[config.mk]
export PLATFORM = sky130hd
export DESIGN_NAME = gpio_pad_bank
export DESIGN_NICKNAME = d
export VERILOG_FILES = /design/src/rtl/gpio_pad_bank.sv
export SDC_FILE = /design/constraint.sdc
export NUM_CORES = 1
export LEC_CHECK = 0
export ABC_AREA = 1
export CAP_MARGIN = 25
export CORE_MARGIN = 4
export CORE_UTILIZATION = 49
export DETAILED_ROUTE_END_ITERATION = 10
export PLACE_DENSITY_LB_ADDON = 0.25
export SLEW_MARGIN = 10
export SYNTH_ARGS = -nofsm -noshare
export SYNTH_HDL_FRONTEND = slang
export SYNTH_SLANG_ARGS = --single-unit
[constraint.sdc]
create_clock -name clk -period 3.85 [get_ports clk]
set_clock_uncertainty 0.2 [all_clocks]
set_input_delay 0.77 -clock clk [delete_from_list [all_inputs] [get_ports clk]]
set_output_delay 0.77 -clock clk [all_outputs]
set_load 0.01 [all_outputs]
[src/rtl/gpio_pad_bank.sv]
// Multi-channel bidirectional pad controller: registered drive path, input
// synchroniser, per-channel debounce filter and edge-detect interrupt flags.
module gpio_pad_bank #(
  parameter int NUM_CH      = 8,
  parameter int SYNC_STAGES = 2,
  parameter int DB_WIDTH    = 8
) (
  input  logic                clk,
  input  logic                rst,
  input  logic [NUM_CH-1:0]   cfg_dir,
  input  logic [NUM_CH-1:0]   cfg_out,
  input  logic [NUM_CH-1:0]   cfg_db_en,
  input  logic [DB_WIDTH-1:0] cfg_db_thr,
  input  logic [NUM_CH-1:0]   cfg_irq_rise,
  input  logic [NUM_CH-1:0]   cfg_irq_fall,
  input  logic [NUM_CH-1:0]   irq_clr,
  output logic [NUM_CH-1:0]   pad_c2p,
  output logic [NUM_CH-1:0]   pad_c2p_en,
  input  logic [NUM_CH-1:0]   pad_p2c,
  output logic [NUM_CH-1:0]   in_val,
  output logic [NUM_CH-1:0]   irq_pend,
  output logic                irq
);

  logic [NUM_CH-1:0] r_sync [SYNC_STAGES];
  logic [NUM_CH-1:0] w_s;
  logic [NUM_CH-1:0] w_in_val;
  logic [NUM_CH-1:0] w_set;
  logic [NUM_CH-1:0] r_in_prev;
  logic [NUM_CH-1:0] r_pend;
  logic [NUM_CH-1:0] r_c2p;
  logic [NUM_CH-1:0] r_c2p_en;

  // Drive path: reset forces every pad to high-Z asynchronously
  always_ff @(posedge clk or posedge rst) begin
    if (rst) begin
      r_c2p    <= '0;
      r_c2p_en <= '0;
    end else begin
      r_c2p    <= cfg_out;
      r_c2p_en <= cfg_dir;
    end
  end

  // Synchroniser chain, sampled regardless of direction so outputs read back
  always_ff @(posedge clk or posedge rst) begin
    if (rst) begin
      for (int k = 0; k < SYNC_STAGES; k++) r_sync[k] <= '0;
    end else begin
      r_sync[0] <= pad_p2c;
      for (int k = 1; k < SYNC_STAGES; k++) r_sync[k] <= r_sync[k-1];
    end
  end

  assign w_s = r_sync[SYNC_STAGES-1];

  // Debounce filter: counter saturates, so a threshold lowered below the
  // current count stalls the channel until debounce is toggled off
  for (genvar g = 0; g < NUM_CH; g++) begin : g_ch
    logic [DB_WIDTH-1:0] r_cnt;
    logic                r_in;

    always_ff @(posedge clk or posedge rst) begin
      if (rst) begin
        r_cnt <= '0;
        r_in  <= 1'b0;
      end else if (!cfg_db_en[g]) begin
        r_cnt <= '0;
        r_in  <= w_s[g];
      end else if (w_s[g] == r_in) begin
        r_cnt <= '0;
      end else if (r_cnt == cfg_db_thr) begin
        r_cnt <= '0;
        r_in  <= w_s[g];
      end else if (r_cnt != '1) begin
        r_cnt <= r_cnt + DB_WIDTH'(1);
      end
    end

    assign w_in_val[g] = r_in;
  end

  assign w_set = (w_in_val & ~r_in_prev & cfg_irq_rise) |
                 (~w_in_val & r_in_prev & cfg_irq_fall);

  // Edge detect and pending flags; a coincident set overrides the clear
  always_ff @(posedge clk or posedge rst) begin
    if (rst) begin
      r_in_prev <= '0;
      r_pend    <= '0;
    end else begin
      r_in_prev <= w_in_val;
      r_pend    <= (r_pend & ~irq_clr) | w_set;
    end
  end

  assign pad_c2p    = r_c2p;
  assign pad_c2p_en = r_c2p_en;
  assign in_val     = w_in_val;
  assign irq_pend   = r_pend;
  assign irq        = |r_pend;

endmodule
Word level (Yosys, flattened, before mapping). Cells that the tools add are included.

$add $sub $neg: 8. Equality and inequality tests: 48. Muxes and demuxes: 56. Bitwise logic cells: 10. Reductions and logical operators: 9.

Operators by type and width (count): 8-bit 2-to-1 mux (32); 8-bit by 1-bit adder with 8-bit output (second input constant) (8); 8-bit == test (8); 8-bit != test (second input constant) (8); 8-bit bitwise AND (5); 4-bit by 1-bit != test with 1-bit output (second input constant) (8); 1-bit 2-to-1 mux (24); 8-bit NOT (3); 2-bit by 1-bit != test with 1-bit output (second input constant) (8); 2-bit != test (second input constant) (8); 8-bit OR (2); 2-bit AND reduction (8); 1-bit == test (8); 8-bit OR reduction (1).

Register bits: 120. Bits of input ports: 66. Output and inout bits: 33. Word-level logic and storage cells: 153.

Logic depth before layout (Yosys ltp).
Depth after elaboration: 5. Mapped depth: 10. Mapped depth without buffers: 9.

Least setup slack after synthesis. Ideal clock, no wire load.

Kind: input to register. From: in cfg_db_thr[5]. To: reg g_ch[5].r_cnt[1]. Setup time: 113 ps. Data arrival time: 1597 ps. Slack: 1940 ps. Stages: 9. Path buffers: 1. Cells stage by stage: buf_4 -> xnor2_1 -> nand2_1 -> nor2_1 -> nand2_1 -> nand2_1 -> inv_1 -> nand2_1 -> inv_1.

Word-level cells in the longest chain between the ends: 4.

RTL lines: start: declaration (RTL line 13) `input logic [DB_WIDTH-1:0] cfg_db_thr,`; 8-bit == test * (RTL line 72) `end else if (r_cnt == cfg_db_thr) begin`; 8-bit 2-to-1 mux (RTL line 72); 8-bit 2-to-1 mux (RTL line 70) `end else if (w_s[g] == r_in) begin`; 8-bit 2-to-1 mux (RTL line 67) `end else if (!cfg_db_en[g]) begin`; end signal: assignment (RTL line 76) `r_cnt <= r_cnt + DB_WIDTH'(1);`; end: declaration (RTL line 60) `logic [DB_WIDTH-1:0] r_cnt;`.

Mark *: on every way between the ends. The rest lies on a longest branch, timed or not. A chain may end at the register's enable or synchronous reset.

Worst setup path after layout.
From: reg r_pend[6] (netlist: irq_pend[6]). To: out irq.

Word-level cells in the longest chain between the ends: 1.

RTL lines: start: declaration (RTL line 30) `logic [NUM_CH-1:0] r_pend;`; start signal: assignment (RTL line 93) `r_pend <= (r_pend & ~irq_clr) | w_set;`; 8-bit OR reduction (RTL line 101) `assign irq = |r_pend;`; end: declaration (RTL line 22) `output logic irq`.

No other way between the ends.

==> flow_summary.toml <==
[logic_synthesis]
synthesis.area_um2 = 6220
synth.avg_cell_area_um2 = 8.49
yosysSeqAreaShare_pct = 48.3
synthCells = 732
synth_nets = 806
ys_seq_elements = 120
ys_types = 28
yosysWarnings = 0

[detailed_routing]
drt-initial-drc-count = 490
vias = 5239
met2_length_mm = 7.25
first_pass_iters = 5
wl_met1_mm = 6.16
drt_wl_total_mm = 14.3
drc_errors = 0
detail_route.wl_per_cell_um = 14.1
viasPerCell = 5.16
antenna_left = 0
route.met3.wl_um = 623
top_layer_used = "met4"

[worst_hold_path]
holdCritStartpoint = "r_sync[13]"
min_path_type = "reg -> reg"
whs_path_depth = 0
worstHoldEndpoint = "w_s[5]"

[timing]
final.setup.tns_ns = 0
hold_slack_ns = 0.147
post-route-period-util_pct = 75.9
slew-limit-headroom_pct = 50.9
setup_viol = 0
worst_slew_pin_slew_ns = 0.734
slew_violations = 0
fin_crit_ns = 2.92
rsz0062_at_grt = "false"
hold_viol = 0
max_freq_ghz = 0.342

[die]
die_w_um = 121
die_area_um2 = 14600
fp-row-count = 40
start_util_pct = 50.9
die_height_um = 121
core_um2 = 12200
pin_count = 99

[run_status]
status = "completed"

[clocking]
cts_buffer_depth = 2
numCtsBuffers = 17
cts_root_buf = "clkbuf_16"
holdBufCountCts = 0
clock-sinks = 120
clkLatencyLatePin_ns = 0.43
tritoncts = "done"
cts_setup_buffers = 0
htree_levels = 4
cts.repair.resized = 0
clk_pin_slew_ns = 0.05

[power_and_ir_drop]
p_comb_share_pct = 11.2
seq_power_share_pct = 40.2
swShare_pct = 23.7
p_sw_mw = 0.819
irDropWorstVdd_v = 0.000355
p_leak_nw = 3.47
clock_power_share_pct = 48.6
internal-power_mw = 2.63
finalPower_mw = 3.45
power_density_nw_per_um2 = 435

[final_layout]
finish.instance_area_um2 = 7940
antennaDiodeCount = 0
area_growth_pct = 27.7
fin_nets = 908
fillCellCount = 1012
drive_gt1_share_pct = 8.74

[placed_design]
portBuffers = 98
hpwl_mm = 10.3
place_congestion = 0.909
place_area_um2 = 7310

[flow_run]
cap_viol_max_count = 0

[critical_path]
path_buf_inv = 1
crit_path_max_fanout = 3
end_kind = "output port"
arrival_ns = 1.95
reg2regPathDepth = 8
slowest_stage = "clkdlybuf4s50_1"
required_ns = 2.88
crit_family = "simple AND/OR/NAND/NOR gates"
path_cells = "nor4_1 -> nand2_1 -> clkdlybuf4s50_1"
reg2reg_from = "g_ch[1].r_cnt[0]"
critPathLaunchType = "flop"
cp.depth = 3
reg2reg_to = "g_ch[1].r_cnt[1]"
critical_path_class = "reg -> out"
r2r_slack_ns = 2.03
cpPeakStageDelay_ns = 0.51

[global_routing]
grt_overflow_total = 0
grt_pass1_wl_mm = 24.3
grt_start_max_net_pins = 121
grt_pass1_vias = 5145
antenna_found_initial = 0
track_usage_pct = 21.2
==> Yosys cell counts <==
cell / count / area, µm²
nand2_2: 5 / 31.3
xor2_1: 2 / 17.5
ha_1: 8 / 100
o21ai_0: 10 / 50.1
o21bai_1: 3 / 22.5
nand4_2: 1 / 12.5
buf_4: 16 / 120
or2_2: 11 / 68.8
nor2_1: 86 / 323
nand3_1: 75 / 375
xnor2_1: 69 / 604
inv_1: 58 / 218
inv_2: 8 / 30.0
nor2_4: 1 / 11.3
nand2_1: 156 / 586
nor4_1: 2 / 12.5
a21o_1: 4 / 30.0
a21oi_2: 6 / 52.6
a21oi_1: 51 / 255
nand4_1: 13 / 81.3
xor2_2: 2 / 32.5
xnor2_2: 1 / 16.3
dfrtp_1: 120 / 3000
nor2_2: 6 / 37.5
o211ai_1: 10 / 75.1
nand3b_1: 2 / 15.0
clkinv_1: 1 / 3.75
or2_1: 5 / 31.3
==> power groups by stage <==
stage | Sequential, mW | Combinational [mW] | Clock (mW)
after global placement | 1.41 | 0.381 | 0
after CTS | 1.39 | 0.392 | 1.71
final | 1.39 | 0.386 | 1.68
after global routing | 1.40 | 0.429 | 1.78
after detailed placement | 1.41 | 0.389 | 0
after floorplan | 1.40 | 0.216 | 0
==> worst max-delay path by stage <==
stage             startpoint          endpoint  slack (ns)
2_1_floorplan            rst  g_ch[0].r_cnt[0]        1.41
3_3_place_gp   cfg_db_thr[3]  g_ch[5].r_cnt[1]        1.06
6_report         irq_pend[6]               irq        0.93
3_5_place_dp   cfg_db_thr[0]  g_ch[5].r_cnt[1]        0.97
4_1_cts          irq_pend[6]               irq        0.83
5_1_grt          irq_pend[6]               irq        0.76
==> layer usage <==
| metal | vias to the layer above | global-route usage, % |
|---|---|---|
| met1 | 2507 | 25.7 |
| met3 | 28 | 5.71 |
| met4 | 0 | 8.07 |
| li1 | 2567 | - |
| met2 | 137 | 36.0 |
| met5 | - | 0 |
==> state kept, by name, indices dropped and copies added (netlist names) <==
signal      flops
g_ch.r_cnt     64
g_ch.r_in       8
irq_pend        8
pad_c2p         8
pad_c2p_en      8
r_in_prev       8
r_sync          8
w_s             8
==> metrics by stage <==
| stage | util [%] | setup slack [ns] | instances |
|---|---|---|---|
| after CTS | 65.0 | 0.828 | 1015 |
| after global routing | 65.0 | 0.760 | 1015 |
| after global placement | 59.9 | 1.06 | 983 |
| final | 65.0 | 0.927 | 1015 |
| after detailed placement | 59.9 | 0.971 | 983 |
| after floorplan | - | 1.41 | 732 |
==> cell families after synthesis <==
family          after synthesis  share of synthesized area, %
buf+inv                      83                          5.98
xor+xnor                     74                          10.8
compound gates               84                          7.81
fa+ha+maj                     8                          1.61
simple gates                363                          25.5
flops                       120                          48.3
==> layout by cell type (no fill, tap or decap), drive strengths merged, types with 6 or more instances in the layout <==
cell / netlist / routed
a21oi: 57 / 57
clkbuf: 0 / 20
clkdlybuf4s50: 0 / 98
clkinv: 1 / 6
dfrtp: 120 / 120
ha: 8 / 8
inv: 66 / 66
nand2: 161 / 161
nand3: 75 / 75
nand4: 14 / 14
nor2: 93 / 93
o211ai: 10 / 10
o21ai: 10 / 10
or2: 16 / 16
xnor2: 70 / 70
==> layout make-up <==
class	count	area [µm²]	share of cell area [%]
clock inverter	12	173	2.17
timing repair buffer	99	1000	12.6
clock buffer	20	457	5.75
multi-input combinational	529	2840	35.8
tap	168	210	2.65
inverter	67	255	3.21
sequential	120	3000	37.8
No activity file was read; power rests on OpenSTA's default activity.
